`src/rtl/switch_debouncer.sv`:
```
// Per-bit switch debouncer: 2-FF synchroniser and a tick-sampled stability counter per bit.
// Optional EDGE_PULSE_EN macro adds per-bit rise_pulse/fall_pulse outputs.
module switch_debouncer #(
  parameter int               WIDTH        = 18,
  parameter int               TICK_DIV     = 50000,
  parameter int               STABLE_TICKS = 10,
  parameter logic [WIDTH-1:0] RESET_VALUE  = '0
) (
  input  logic             clk,
  input  logic             reset,
  input  logic [WIDTH-1:0] raw_in,
  output logic [WIDTH-1:0] db_out,
  output logic             changed,
  output logic             tick
`ifdef EDGE_PULSE_EN
  ,
  output logic [WIDTH-1:0] rise_pulse,
  output logic [WIDTH-1:0] fall_pulse
`endif
);

  localparam int CW = (STABLE_TICKS > 1) ? $clog2(STABLE_TICKS + 1) : 1;
  localparam logic [CW-1:0] CNT_LAST = CW'(STABLE_TICKS - 1);

  logic [WIDTH-1:0] sync1;
  logic [WIDTH-1:0] sync2;
  logic [CW-1:0]    cnt     [WIDTH];
  logic [CW-1:0]    cnt_nxt [WIDTH];
  logic [WIDTH-1:0] update;

  always_ff @(posedge clk or posedge reset) begin
    if (reset) begin
      sync1 <= RESET_VALUE;
      sync2 <= RESET_VALUE;
    end else begin
      sync1 <= raw_in;
      sync2 <= sync1;
    end
  end

  generate
    if (TICK_DIV <= 1) begin : g_tick_every
      // Holds tick low while reset is asserted, then strobes every cycle.
      logic armed;
      always_ff @(posedge clk or posedge reset) begin
        if (reset) armed <= 1'b0;
        else       armed <= 1'b1;
      end
      assign tick = armed;
    end else begin : g_presc
      localparam int PW = $clog2(TICK_DIV);
      localparam logic [PW-1:0] PRESC_LAST = PW'(TICK_DIV - 1);
      logic [PW-1:0] presc;
      always_ff @(posedge clk or posedge reset) begin
        if (reset)                    presc <= '0;
        else if (presc == PRESC_LAST) presc <= '0;
        else                          presc <= presc + PW'(1);
      end
      assign tick = (presc == PRESC_LAST);
    end
  endgenerate

  always_comb begin
    update = '0;
    for (int i = 0; i < WIDTH; i++) begin
      cnt_nxt[i] = cnt[i];
      if (sync2[i] == db_out[i]) begin
        cnt_nxt[i] = '0;
      end else if (tick) begin
        if (cnt[i] == CNT_LAST) begin
          cnt_nxt[i] = '0;
          update[i]  = 1'b1;
        end else begin
          cnt_nxt[i] = cnt[i] + CW'(1);
        end
      end
    end
  end

  always_ff @(posedge clk or posedge reset) begin
    if (reset) begin
      for (int i = 0; i < WIDTH; i++) cnt[i] <= '0;
      db_out  <= RESET_VALUE;
      changed <= 1'b0;
    end else begin
      for (int i = 0; i < WIDTH; i++) cnt[i] <= cnt_nxt[i];
      db_out  <= db_out ^ update;
      changed <= |update;
    end
  end

`ifdef EDGE_PULSE_EN
  // An updating bit always takes the synchronised level, so its direction is sync2.
  always_ff @(posedge clk or posedge reset) begin
    if (reset) begin
      rise_pulse <= '0;
      fall_pulse <= '0;
    end else begin
      rise_pulse <= update & sync2;
      fall_pulse <= update & ~sync2;
    end
  end
`endif

endmodule

```
`config.mk`:
```
export PLATFORM = sky130hd
export DESIGN_NAME = switch_debouncer
export DESIGN_NICKNAME = d
export VERILOG_FILES = /design/src/rtl/switch_debouncer.sv
export SDC_FILE = /design/constraint.sdc
export NUM_CORES = 1
export LEC_CHECK = 0
export BUFFER_PORTS_ARGS = -buffer_cell sky130_fd_sc_hd__buf_4
export CELL_PAD_IN_SITES_DETAIL_PLACEMENT = 0
export CELL_PAD_IN_SITES_GLOBAL_PLACEMENT = 1
export CORE_ASPECT_RATIO = 1.25
export CORE_MARGIN = 5
export CORE_UTILIZATION = 24
export CTS_CLUSTER_SIZE = 24
export DETAILED_ROUTE_END_ITERATION = 7
export PLACE_DENSITY_LB_ADDON = 0.1
export RECOVER_POWER = 50
export SETUP_SLACK_MARGIN = 0.3
export SKIP_CTS_REPAIR_TIMING = 1
export SYNTH_ARGS = -nofsm -noshare
export SYNTH_HDL_FRONTEND = slang
export SYNTH_SLANG_ARGS = --single-unit
```
`constraint.sdc`:
```
create_clock -name clk -period 4.3 [get_ports clk]
set_clock_uncertainty 0.2 [all_clocks]
set_input_delay 0.215 -clock clk [delete_from_list [all_inputs] [get_ports clk]]
set_output_delay 0.215 -clock clk [all_outputs]
set_load 0.03 [all_outputs]
```
==> qor.yml <==
cells_and_area:
  finalNetCount: 792
  seqCellArea_mm2: 0.00358
  fillCellCount: 2787
  final_util: 0.297
  areaGrowthSynthToFinish_pct: 21.6
  multi_input_area_mm2: 0.00282
  final_layout_size_suffix_gt1_frac: 0.0896
  num_antenna_cells: 0
critical_path:
  end_kind: "flip-flop"
  critPathMaxStageDelay_ns: 0.58
  crit_path_max_fanout: 58
  crit_chain: "ha_1, and3_1, nand4_4, buf_4, buf_4, nor3_1, o21ai_0, a21oi_1"
  critPathKind: "flip-flop to flip-flop"
  cpMaxStageDelayCell: "buf_4"
  worst-endpoint-required_ns: 4.38
  path_delay_family: "buffers and inverters"
  path_common_cell: "buf_4"
  startpoint_type: "flip-flop"
  cp_num_buf_inv: 2
  cp_data_arrival_time_ns: 2.85
floorplanning:
  row_count: 67
  core_area_mm2: 0.0269
  ios: 40
  die_h_um: 195
  initial_core_util: 0.244
  die_x_um: 158
  die_area_mm2: 0.0308
synth:
  syn_nets: 729
  ys_async_sr_fraction: 1.00
  ys_seq_area_frac: 0.544
  synth_top_area_frac: 0.544
  yosysWarnings: 0
  synth_cells: 672
  synth-seq-cells: 143
  yosysTopAreaCell: "dfrtp_1"
  netlist_area_mm2: 0.00658
  synth_edf_count: 0
  synth_top_cells_by_area: "dfrtp_1, ha_1, nor2_1, nand2_1, a21oi_1"
  synth_cell_types: 29
  synth_area_per_cell_um2: 9.79
  ys.flop_type: "dfrtp_1"
power_and_ir_drop:
  seq_power_share: 0.453
  p_leak_nw: 3.51
  clockPowerShare: 0.523
  switching_share: 0.215
  p_sw_uw: 650
  pwr_density_cell_mw_per_mm2: 378
  irDropWorstVdd_mv: 0.239
  combinationalPowerShare: 0.024
  intPower_mw: 2.38
route:
  firstDrtPassIters: 6
  viasPerCell: 4.47
  vias: 4886
  ant_nets: 0
  routed_wl_mm: 14.3
  drc: 0
  drt_iter0_drc: 144
  wl_per_cell_um: 13.1
place:
  place_congestion: 0.742
  io_buffers: 39
  hpwl_mm: 9.11
grt:
  grt_pass1_wl_mm: 24.9
  track_usage: 0.100
  grt_overflow: 0
  grt_max_degree: 144
  grt_pass1_vias: 4933
  antenna_found_initial: 0
timing:
  fin_setup_tns_ns: 0
  setup-violations-final: 0
  fmax_mhz: 362
  worst_slew_pin_slew_ns: 1.99
  fin_crit_ns: 2.77
  relSlewSlack: -0.323
  final_max_slew_viol_count: 144
  finalCritPeriodShare: 0.643
  rsz0062_at_grt: "false"
  holdWs_ns: 0.147
  hold_viol: 0
clocking:
  cts_max_level: 4
  worstSkewPairLatency_ns: 0.42
  tritoncts: "done"
  cts_sinks: 143
  worst_setup_hold_path_clk_slew_ns: 0.06
  root_buffer: "clkbuf_16"
  clock_path_buffers: 2
  cts_made_buffers: 17
outcome:
  status: "complete, but fails checks"
  violations: "max-capacitance violations, max-slew violations"
run:
  maxCapViolations: 1
worst_hold_path:
  min_path_type: "flip-flop to flip-flop"
cells in the mapped netlist, types with 2 or more instances:
cell type  instances
nand3b_1           6
and2_1             4
or2_2              7
or3_1             19
clkbuf_1           7
nor3_1            41
xor2_1             8
nor4_1             2
nand2_1           83
a311oi_1          15
dfrtp_1          143
inv_1             24
and3b_1           11
ha_1              37
a21oi_1           58
o21ai_0           25
and3_1             3
nor2_1            87
nand3_1           43
and4bb_2           2
o22ai_1            9
xnor2_1           23
buf_2              9
cell type report:
type / instances / area share
repair buffers: 62 / 0.0547
inverters: 25 / 0.0124
multi-input cells: 486 / 0.353
clock inverters: 13 / 0.0235
clock buffers: 19 / 0.0554
well taps: 345 / 0.0539
flip-flops and latches: 143 / 0.447
power by group through the flow:
stage | sequential, mW | clock, mW | combinational [mW]
3_5_place_dp | 1.40 | 0 | 0.0660
2_1_floorplan | 1.39 | 0 | 0.0344
4_1_cts | 1.37 | 1.65 | 0.0664
6_report | 1.37 | 1.58 | 0.0720
5_1_grt | 1.37 | 1.70 | 0.0840
3_3_place_gp | 1.40 | 0 | 0.0656
path summary, 6_finish.rpt:
| check | cells after the start | startpoint | end | slack, ns |
|---|---|---|---|---|
| setup / recovery | 8 | g_presc.presc[0] | cnt[27] | 1.53 |
| hold / removal | 0 | sync1[13] | sync2[13] | 0.15 |
| setup reg to reg | 8 | g_presc.presc[0] | cnt[27] | 1.53 |
| hold reg to reg | 0 | sync1[13] | sync2[13] | 0.15 |
| max in group asynchronous | 4 | reset | cnt[15] | 1.80 |
| min in group asynchronous | 4 | reset | async pin | 0.91 |
layout by cell type (no fill, tap or decap), drive strengths merged, types with 2 or more instances in the layout:
master,Yosys,layout
o21ai,25,25
ha,37,37
buf,11,4
nand3,43,43
and3b,11,11
and4bb,2,2
nor4,2,2
xor2,8,8
and2,4,4
nand3b,6,6
nor3,41,41
dlygate4sd3,0,19
xnor2,23,23
inv,24,24
o22ai,9,9
and3,3,3
dfrtp,143,143
clkbuf,7,58
clkinv,1,3
clkinvlp,0,7
bufinv,0,4
or3,19,19
a21oi,58,58
nand2,83,83
or2,7,7
a311oi,15,15
nor2,87,87
through the flow:
step | cell area, um^2 | total power, mW | setup slack (ns) | cells
finish | 8000 | 3.03 | 1.53 | 1093
global placement | 7270 | 1.46 | 1.51 | 1042
global route | 8000 | 3.15 | 1.23 | 1093
floorplan | 6580 | 1.43 | 2.09 | 672
detailed placement | 7270 | 1.46 | 1.48 | 1042
CTS | 7900 | 3.09 | 1.47 | 1074
cell families (layout without fill, tap and decap cells):
kind of cell / after synthesis / count (layout) / share of synthesized area
AND/OR/NAND/NOR: 310 / 310 / 0.224
flip-flops: 143 / 143 / 0.544
AO/OA/AOI/OAI: 108 / 108 / 0.0926
buffers and inverters: 43 / 119 / 0.0281
adder cells (fa/ha/maj): 37 / 37 / 0.0704
XOR/XNOR: 31 / 31 / 0.0413
routing by layer:
metal | GRT usage | vias to the layer above | part of all wire
met1 | 0.122 | 2389 | 0.47
li1 | - | 2439 | -
met2 | 0.170 | 43 | 0.49
met4 | 0.0332 | 0 | 0.016
met3 | 0.0286 | 15 | 0.027
met5 | 0 | - | 0
No activity file was read; power rests on OpenSTA's default activity.
